==> config.mk <==
export PLATFORM = sky130hd
export DESIGN_NAME = mbe_radix4_seq_mult
export DESIGN_NICKNAME = d
export VERILOG_FILES = /design/src/rtl/mbe_radix4_seq_mult.sv
export SDC_FILE = /design/constraint.sdc
export NUM_CORES = 1
export LEC_CHECK = 0
export ABC_AREA = 0
export ABC_CLOCK_PERIOD_IN_PS = 6100
export CELL_PAD_IN_SITES_DETAIL_PLACEMENT = 0
export CELL_PAD_IN_SITES_GLOBAL_PLACEMENT = 1
export CORE_MARGIN = 5
export CORE_UTILIZATION = 45
export CTS_CLUSTER_DIAMETER = 80
export DETAILED_ROUTE_END_ITERATION = 16
export PLACE_DENSITY_LB_ADDON = 0.1
export RECOVER_POWER = 50
export SYNTH_ARGS = -nofsm -noshare
export SYNTH_HDL_FRONTEND = slang
export SYNTH_SLANG_ARGS = --single-unit
==> constraint.sdc <==
create_clock -name clk -period 6.1 [get_ports clk]
set_clock_uncertainty 0.2 [all_clocks]
set_input_delay 1.83 -clock clk [delete_from_list [all_inputs] [get_ports clk]]
set_output_delay 1.83 -clock clk [all_outputs]
set_load 0.02 [all_outputs]
==> src/rtl/mbe_radix4_seq_mult.sv <==
// mbe_radix4_seq_mult: iterative signed multiplier using radix-4 Modified
// Booth Encoding. One Booth digit is encoded and one partial product
// generated per cycle. A row of full_adder cells compresses it into a
// carry-save accumulator, and a final carry-propagate add resolves the product.
//
// Ports
//   clk    rising-edge clock
//   rst    synchronous active-high reset, aborts any operation
//   start  request a multiply, sampled only in IDLE
//   a, b   signed N-bit multiplicand / multiplier, captured on accepted start
//   busy   high while in RUN or FINAL
//   done   one-cycle pulse, p valid in that cycle
//   p      signed 2N-bit product, held until the next accepted start
//
// state   | meaning
// S_IDLE  | waiting for start, p holds last result
// S_RUN   | one Booth digit per cycle, i = 0 .. N/2-1
// S_FINAL | carry-propagate add of sum/carry into p

module full_adder (
    input  logic a,
    input  logic b,
    input  logic cin,
    output logic s,
    output logic cout
);
    assign s    = a ^ b ^ cin;
    assign cout = (a & b) | (a & cin) | (b & cin);
endmodule

module mbe_radix4_seq_mult #(
    parameter int N = 16
) (
    input  logic           clk,
    input  logic           rst,
    input  logic           start,
    input  logic [N-1:0]   a,
    input  logic [N-1:0]   b,
    output logic           busy,
    output logic           done,
    output logic [2*N-1:0] p
);
    localparam int W    = 2 * N;
    localparam int HALF = N / 2;
    localparam int IW   = (HALF > 1) ? $clog2(HALF) : 1;
    localparam logic [IW-1:0] I_LAST = IW'(HALF - 1);

    typedef enum logic [1:0] {S_IDLE, S_RUN, S_FINAL} state_t;

    state_t        state_q, state_d;
    logic [N-1:0]  a_q, a_d;
    logic [N:0]    b_q, b_d;
    logic [W-1:0]  sum_q, sum_d;
    logic [W-1:0]  carry_q, carry_d;
    logic [W-1:0]  inj_q, inj_d;
    logic [IW-1:0] i_q, i_d;
    logic [W-1:0]  p_q, p_d;
    logic          done_q, done_d;

    logic [IW:0]   shamt;
    logic [2:0]    trip;
    logic [N:0]    mag;
    logic          neg;
    logic [N:0]    pp_base;
    logic [W-1:0]  pp_ext;
    logic [W-1:0]  pp_row;
    logic [W-1:0]  inj_new;
    logic [W-1:0]  carry_in;
    logic [W-1:0]  fa_s;
    logic [W-1:0]  fa_c;

    assign shamt = {i_q, 1'b0};
    // b_q holds {b, 1'b0}, so bit 2i of b_q is Booth bit B[2i-1].
    assign trip  = 3'(b_q >> shamt);

    always_comb begin
        mag = '0;
        neg = 1'b0;
        case (trip)
            3'b001, 3'b010: mag = {a_q[N-1], a_q};
            3'b011:         mag = {a_q, 1'b0};
            3'b100: begin
                mag = {a_q, 1'b0};
                neg = 1'b1;
            end
            3'b101, 3'b110: begin
                mag = {a_q[N-1], a_q};
                neg = 1'b1;
            end
            default: begin
                mag = '0;
                neg = 1'b0;
            end
        endcase
    end

    assign pp_base = neg ? ~mag : mag;
    assign pp_ext  = {{(W-N-1){pp_base[N]}}, pp_base};

    // The +1 that completes a negation cannot go into this cycle's row at bit
    // 2i without colliding with live bits, so it is parked in inj_q and
    // folded into the next row, whose bits below 2i+2 are guaranteed zero.
    // The last digit's +1 is absorbed by the final add.
    assign pp_row   = (pp_ext << shamt) | inj_q;
    assign inj_new  = neg ? (W'(1) << shamt) : '0;
    assign carry_in = carry_q << 1;

    for (genvar g = 0; g < W; g++) begin : g_fa_row
        full_adder u_fa (
            .a    (sum_q[g]),
            .b    (carry_in[g]),
            .cin  (pp_row[g]),
            .s    (fa_s[g]),
            .cout (fa_c[g])
        );
    end

    always_comb begin
        state_d = state_q;
        a_d     = a_q;
        b_d     = b_q;
        sum_d   = sum_q;
        carry_d = carry_q;
        inj_d   = inj_q;
        i_d     = i_q;
        p_d     = p_q;
        done_d  = 1'b0;
        case (state_q)
            S_IDLE: begin
                if (start) begin
                    a_d     = a;
                    b_d     = {b, 1'b0};
                    sum_d   = '0;
                    carry_d = '0;
                    inj_d   = '0;
                    i_d     = '0;
                    state_d = S_RUN;
                end
            end
            S_RUN: begin
                sum_d   = fa_s;
                carry_d = fa_c;
                inj_d   = inj_new;
                i_d     = i_q + 1'b1;
                if (i_q == I_LAST) begin
                    state_d = S_FINAL;
                end
            end
            S_FINAL: begin
                p_d     = sum_q + carry_in + inj_q;
                done_d  = 1'b1;
                state_d = S_IDLE;
            end
            default: state_d = S_IDLE;
        endcase
    end

    always_ff @(posedge clk) begin
        if (rst) begin
            state_q <= S_IDLE;
            a_q     <= '0;
            b_q     <= '0;
            sum_q   <= '0;
            carry_q <= '0;
            inj_q   <= '0;
            i_q     <= '0;
            p_q     <= '0;
            done_q  <= 1'b0;
        end else begin
            state_q <= state_d;
            a_q     <= a_d;
            b_q     <= b_d;
            sum_q   <= sum_d;
            carry_q <= carry_d;
            inj_q   <= inj_d;
            i_q     <= i_d;
            p_q     <= p_d;
            done_q  <= done_d;
        end
    end

    assign busy = (state_q != S_IDLE);
    assign done = done_q;
    assign p    = p_q;

endmodule

==> qor.yml, run 1 <==
yosys:
  ys_warn_count: 0
  synth_ff_type: "dfxtp_1"
  yosysMostFrequentCell: "nand2_1"
  ys_seq_area_frac: 0.313
  synth_nets: 1243
  postSynthCellCount: 1105
  yosys-top-cells-area: "dfxtp_1, ha_1, nand2_1"
  syn_area_per_cell_sq_um: 8.15
  synth_area_sq_mm: 0.00901
  synth_top_area_cell: "dfxtp_1"
  ys_top_cells_by_count: "nand2_1, dfxtp_1, o21ai_0"
  synth_top_area_share: 0.313
  ys_ff_latch: 141
  ys_types: 73
  synthArstFlopShare: 0
  synth_edf_count: 0
sta:
  min_period_ns: 4.72
  rsz0062_at_grt: "false"
  setup_viol: 0
  whs_ns: 0.244
  final.setup.tns_ns: 0
  worst_pin_slew_ns: 1.80
  slew_violations: 76
  fmax_ghz: 0.212
  max_slew_margin: -0.201
  hold_viol: 0
  final.period_utilization: 0.774
grt:
  antenna_found_initial: 0
  grt_first_pass_wirelength_microns: 37700
  grt_max_degree: 62
  grt_use_total: 0.207
  grt_pass1_vias: 7197
  grt_overflow_total: 0
clock_tree:
  cts_hold_buf: 0
  clk_latency_ns: 0.42
  h-tree-depth: 4
  cts_made_buffers: 17
  clk_pin_slew_ns: 0.06
  cts_tree: "done"
  postCtsSetupBuffers: 0
  clock_path_buffers: 2
  clkSinkCount: 141
  cts_resized: 0
  cts_root_buf: "clkbuf_16"
die:
  die_y_microns: 152
  dieArea_sq_mm: 0.0230
  ios: 69
  rows: 51
  initial_utilization: 0.460
  core_sq_mm: 0.0196
  die_x_microns: 152
critical_path:
  cp_slowest_cell: "or2_1"
  crit_type: "reg -> reg"
  end_kind: "flip-flop"
  max_stage_delay_ns: 0.59
  cp_common_cell: "o21ai_1"
  cp_data_required_time_ns: 6.24
  cp.arrival_ns: 4.86
  cp-start-kind: "flip-flop"
  worstPathCellList: "clkinv_1 > nor2_1 > a31oi_1 > o21a_1 > ha_1 > nor3_1 > or2_1 > a221o_1 > o21ai_1 > o2bb2ai_1 > mux2_4 > o21ai_1 > fa_1 > o21ai_0"
  rr_worst_depth: 14
  critPathMaxFanout: 15
  rrSetupSlack_ns: 1.38
final_layout:
  fillers: 1941
  drive_gt1_frac: 0.0553
  nets: 1282
  num_antenna_cells: 0
  syn2layout_area_growth_pct: 16.5
route:
  drc: 0
  dr_total_vias: 7627
  top_layer_used: "met4"
  met3_length_microns: 1060
  routed_via_density: 5.36
  drtIter0Drc: 492
  drt_first_pass_iters: 5
  m1WireLength_microns: 11300
  drt-wirelength-per-cell_microns: 16.0
  totalWireLength_microns: 22700
  wl_met2_microns: 10100
  ant_nets: 0
power:
  leakage_nw: 4.10
  peakVddDrop_uv: 196
  power.density_mw_per_mm2: 226
placed_design:
  port-buffer-count: 68
  hpwlAfterDp_microns: 17000
  place.gp.congestion: 0.898
worst_hold_path:
  holdPathStages: 2
  hp-class: "reg -> reg"
outcome:
  status: "complete, but fails checks"
  violations: "capacitance limit, slew limit"
flow_run:
  maxCapViolations: 2
[metrics by stage]
stage	instances	util	cell area [sq um]	total power [mW]	setup WS, ns
4_1_cts	1422	0.536	10500	2.39	1.39
3_3_place_gp	1390	0.505	9890	1.30	1.52
2_1_floorplan	1105	-	9010	1.20	1.87
6_report	1422	0.536	10500	2.37	1.38
5_1_grt	1422	0.536	10500	2.48	0.920
3_5_place_dp	1390	0.505	9890	1.30	1.42
[cells in the final DEF, fill, tap and decap left out, types with 6 or more instances in the layout]
| cell type | n |
|---|---|
| inv_1 | 77 |
| nor3_1 | 14 |
| a21o_1 | 18 |
| or3_1 | 7 |
| o21ai_1 | 8 |
| o21ai_0 | 106 |
| nand3_1 | 20 |
| nor2b_1 | 6 |
| ha_1 | 65 |
| nand2_1 | 206 |
| a22oi_1 | 11 |
| a21oi_1 | 94 |
| a22o_1 | 12 |
| buf_4 | 12 |
| nand2b_1 | 9 |
| a221oi_1 | 8 |
| a31oi_1 | 9 |
| a211oi_1 | 8 |
| mux4_2 | 7 |
| xnor2_1 | 27 |
| clkbuf_16 | 17 |
| nand4_1 | 8 |
| and3_1 | 7 |
| dlygate4sd3_1 | 34 |
| fa_1 | 38 |
| mux2i_1 | 10 |
| dfxtp_1 | 141 |
| clkdlybuf4s50_1 | 33 |
| nor2_1 | 47 |
[critical path, delay by kind of cell, from the launching register on]
| family | cells | cell delay (ns) |
|---|---|---|
| compound gates | 7 | 1.23 |
| simple gates | 3 | 1.18 |
| fa+ha+maj | 2 | 0.80 |
| flops | 1 | 0.54 |
| buf+inv | 1 | 0.37 |
| mux | 1 | 0.31 |
[logic make-up (layout without fill, tap and decap cells)]
group / after synthesis / in the layout / synth area share
xor gates and xnor gates: 32 / 32 / 0.0311
AOI/OAI and AO/OA: 324 / 324 / 0.221
muxes: 21 / 21 / 0.0357
and+or+nand+nor: 343 / 343 / 0.165
buffers and inverters: 141 / 193 / 0.0598
adders and majority gates: 103 / 103 / 0.175
DFF: 141 / 141 / 0.313
[where the power goes]
| part | internal, mW | switching, mW | total (mW) |
|---|---|---|---|
| combinational | 0.122 | 0.191 | 0.313 |
| sequential | 0.945 | 0.0253 | 0.971 |
| clock | 0.666 | 0.420 | 1.09 |
[metal layers]
layer	vias to the layer above	GRT usage
met3	17	0.0300
met4	0	0.0544
li1	3909	-
met5	-	0
met1	3538	0.301
met2	163	0.322
[final cells by class]
type / instances / area (sq um) / area share
Clock inverter: 13 / 163 / 0.0155
Inverter: 79 / 297 / 0.0282
Clock buffer: 19 / 453 / 0.0431
Tap cell: 265 / 332 / 0.0316
Timing Repair Buffer: 82 / 772 / 0.0735
Multi-Input combinational cell: 823 / 5660 / 0.539
Sequential cell: 141 / 2820 / 0.269
[registers in the layout, indices dropped and copies added (netlist names)]
name	cells
a_q	16
b_q	16
carry_q	31
done	1
i_q	3
inj_q	8
p	32
state_q	2
sum_q	32
[final timing paths]
check	startpoint	endpoint
setup reg to reg	i_q[0]$_SDFFE_PP0P_	sum_q[22]$_SDFFE_PP0P_
hold / removal	p[8]$_SDFFE_PP0P_	p[8]$_SDFFE_PP0P_
setup / recovery	i_q[0]$_SDFFE_PP0P_	sum_q[22]$_SDFFE_PP0P_
hold reg to reg	p[8]$_SDFFE_PP0P_	p[8]$_SDFFE_PP0P_
Power figures use the tool's default switching activity.
==> inputs of run 2 (changes only) <==
--- a/config.mk
+++ b/config.mk
@@ -6,11 +6,11 @@
 export NUM_CORES = 1
 export LEC_CHECK = 0
 export ABC_AREA = 0
-export ABC_CLOCK_PERIOD_IN_PS = 6100
+export ABC_CLOCK_PERIOD_IN_PS = 4120
 export CELL_PAD_IN_SITES_DETAIL_PLACEMENT = 0
 export CELL_PAD_IN_SITES_GLOBAL_PLACEMENT = 1
 export CORE_MARGIN = 5
-export CORE_UTILIZATION = 45
+export CORE_UTILIZATION = 40
 export CTS_CLUSTER_DIAMETER = 80
 export DETAILED_ROUTE_END_ITERATION = 16
 export PLACE_DENSITY_LB_ADDON = 0.1
==> constraint.sdc (replaced) <==
create_clock -name clk -period 4.12 [get_ports clk]
set_clock_uncertainty 0.2 [all_clocks]
set_input_delay 1.236 -clock clk [delete_from_list [all_inputs] [get_ports clk]]
set_output_delay 1.236 -clock clk [all_outputs]
set_load 0.02 [all_outputs]
==> run 2 against run 1 <==
  * The flow still finishes with violations (capacitance limit, slew limit)
  * Clock power increased by 49%
  * Sequential cell count unchanged
  * Via count increased by 0.77%
  * Utilization decreased by 5.8 points
  * Setup slack got worse by 1.1 ns
  * Global-route usage decreased by 2.1 points
  * First-iteration DRC count decreased by 7.5%
  * Sequential power increased by 48%
  * Wire length increased by 4.4%
  * Register-to-register slack got worse by 1.1 ns
  * Critical path type unchanged
  * Largest cell class unchanged
==> qor.yml, run 2 (synthesized netlist as in run 1, its figures left out) <==
flow_run:
  maxCapViolations: 1  # -1
critical_path:
  worstPathCellList: "buf_4 > mux4_2 > mux2i_4 > mux2_4 > a22oi_1 > a21oi_1 > xnor2_1 > mux2i_1 > o22a_1 > fa_1 > o21ai_0"
  rrSetupSlack_ns: 0.27  # -1.11 ns
  rr_worst_depth: 11  # -3
  worstSetupEndpoint: "sum_q[11]$_SDFFE_PP0P_"
  cp_slowest_cell: "mux4_2"
  critPathMaxFanout: 15  # unchanged
  r2r_end: "sum_q[11]$_SDFFE_PP0P_"
  cp.arrival_ns: 3.94  # -0.92 ns
  cp-start-kind: "flip-flop"
  cp-startpoint: "i_q[0]$_SDFFE_PP0P_"
  crit_type: "reg -> reg"
  worstReg2RegStart: "i_q[0]$_SDFFE_PP0P_"
  cp_data_required_time_ns: 4.21  # -2.03 ns
  end_kind: "flip-flop"
  max_stage_delay_ns: 0.51  # -0.08 ns
die:
  ios: 69  # unchanged
  initial_utilization: 0.402  # -0.0583
  die_x_microns: 160  # +5.7%
  core_sq_mm: 0.0224  # +15%
  die_y_microns: 160  # +5.7%
  rows: 55  # +7.8%
  dieArea_sq_mm: 0.0256  # +12%
power:
  pwr-share-seq: 0.404  # -0.006
  p_sw_uw: 954  # +50%
  p_int_mw: 2.60  # +50%
  power.density_mw_per_mm2: 332  # +47%
  switching_share: 0.268  # -0.000345
  power_mw: 3.56  # +50%
  peakVddDrop_uv: 221  # +13%
  power_frac_clock: 0.456  # -0.002
  power_frac_comb: 0.140  # +0.008
  leakage_nw: 4.19  # +2.2%
clock_tree:
  cts_root_buf: "clkbuf_16"
  clk_pin_slew_ns: 0.06  # about the same
  cts_made_buffers: 17  # unchanged
  clkSinkCount: 141  # unchanged
  cts_tree: "done"
  h-tree-depth: 4  # unchanged
  clk_latency_ns: 0.42  # about the same
  cts_hold_buf: 0  # unchanged
  clock_path_buffers: 2  # unchanged
grt:
  grt_pass1_vias: 7357  # +2.2%
  antenna_found_initial: 0  # unchanged
  grt_overflow_total: 0  # unchanged
  grt_use_total: 0.186  # -0.0210
  grt_first_pass_wirelength_microns: 39200  # +4.0%
  grt_max_degree: 62  # unchanged
final_layout:
  fillers: 2218  # +14%
  drive_gt1_frac: 0.0775  # +0.0222
  nets: 1299  # +1.3%
  fin_util: 0.478  # -0.0583
  mostFrequentLayoutCell: "nand2_1"
  seq_area_sq_mm: 0.00283  # +0.18%
  final_cell_mix: "nand2_1, dfxtp_1, o21ai_0"
  multi_input_area_sq_mm: 0.00572  # +1.1%
  syn2layout_area_growth_pct: 18.9
  num_antenna_cells: 0  # unchanged
worst_hold_path:
  hp-class: "reg -> reg"
  holdPathStages: 2  # unchanged
placed_design:
  port-buffer-count: 68  # unchanged
  place_ws_ns: -0.118  # -1.54 ns
  hpwlAfterDp_microns: 17900  # +5.6%
  place.gp.congestion: 0.840  # -6.5%
route:
  routed_via_density: 5.27  # -1.8%
  drtIter0Drc: 455  # -7.5%
  dr_total_vias: 7686  # +0.77%
  totalWireLength_microns: 23700  # +4.4%
  drc: 0  # unchanged
  drt_first_pass_iters: 5  # unchanged
  ant_nets: 0  # unchanged
  drt-wirelength-per-cell_microns: 16.2  # +1.7%
outcome:
  status: "complete, but fails checks"
  violations: "capacitance limit, slew limit"
sta:
  final.setup.tns_ns: 0  # unchanged
  worst_pin_slew_ns: 1.64  # -0.167 ns
  setup_viol: 0  # unchanged
  fin_ws_ns: 0.269  # -1.11 ns
  fmax_ghz: 0.260  # +23%
  max_slew_margin: -0.0904  # +0.111
  hold_viol: 0  # unchanged
  min_period_ns: 3.85  # -0.871 ns
  final.period_utilization: 0.935  # +0.161
  slew_violations: 38  # -50%
run 2: worst min-delay path by stage:
| stage | startpoint | to | slack, ns |
|---|---|---|---|
| floorplan | b_q[13]$_SDFFE_PP0P_ | b_q[13]$_SDFFE_PP0P_ | 0.23 |
| detailed placement | p[13]$_SDFFE_PP0P_ | p[13]$_SDFFE_PP0P_ | 0.24 |
| finish | p[13]$_SDFFE_PP0P_ | p[13]$_SDFFE_PP0P_ | 0.25 |
| global route | p[11]$_SDFFE_PP0P_ | p[11]$_SDFFE_PP0P_ | 0.27 |
| global placement | p[9]$_SDFFE_PP0P_ | p[9]$_SDFFE_PP0P_ | 0.24 |
| CTS | p[13]$_SDFFE_PP0P_ | p[13]$_SDFFE_PP0P_ | 0.25 |
run 2: worst max-delay path: cells and delay by family, from the launching register on:
family	cells	cell delay [ns]
buffers and inverters	1	0.13
multiplexers	4	1.47
adder cells (fa/ha/maj)	1	0.48
flip-flops	1	0.40
AO/OA/AOI/OAI	4	0.73
XOR/XNOR	1	0.30
run 2: area by class of cell:
type | count | area share
clock buffers | 23 | 0.0446
multi-input cells | 823 | 0.534
well taps | 285 | 0.0333
repair buffers | 99 | 0.0836
clock inverters | 9 | 0.0126
flip-flops and latches | 141 | 0.264
inverters | 79 | 0.0277
run 2: metrics by stage:
| step | hold slack, ns | std cells | area (sq um) |
|---|---|---|---|
| after floorplan | 0.233 | 1105 | 9010 |
| after global placement | 0.238 | 1426 | 10000 |
| after detailed placement | 0.244 | 1426 | 10000 |
| after CTS | 0.251 | 1458 | 10700 |
| after global routing | 0.269 | 1459 | 10700 |
| final | 0.246 | 1459 | 10700 |
run 2: routing by layer:
metal | vias up | track usage | wire [microns] | share of wire
li1 | 3940 | - | - | -
met1 | 3572 | 0.280 | 12200 | 0.52
met2 | 151 | 0.278 | 10300 | 0.43
met3 | 23 | 0.0292 | 879 | 0.037
met4 | 0 | 0.0454 | 291 | 0.012
met5 | - | 0 | 0 | 0
run 2: timing repair:
item                       CTS  global route
setup endpoints to repair    4            38
buffers inserted             0             1
resized for setup            2            14
pin swaps                    0             3
run 2: power by group through the flow:
stage / combinational [mW] / clock [mW] / sequential (mW)
after floorplan: 0.328 / 0 / 1.45
after global placement: 0.485 / 0 / 1.47
after detailed placement: 0.487 / 0 / 1.47
after CTS: 0.488 / 1.65 / 1.44
after global routing: 0.557 / 1.72 / 1.44
final: 0.497 / 1.62 / 1.44
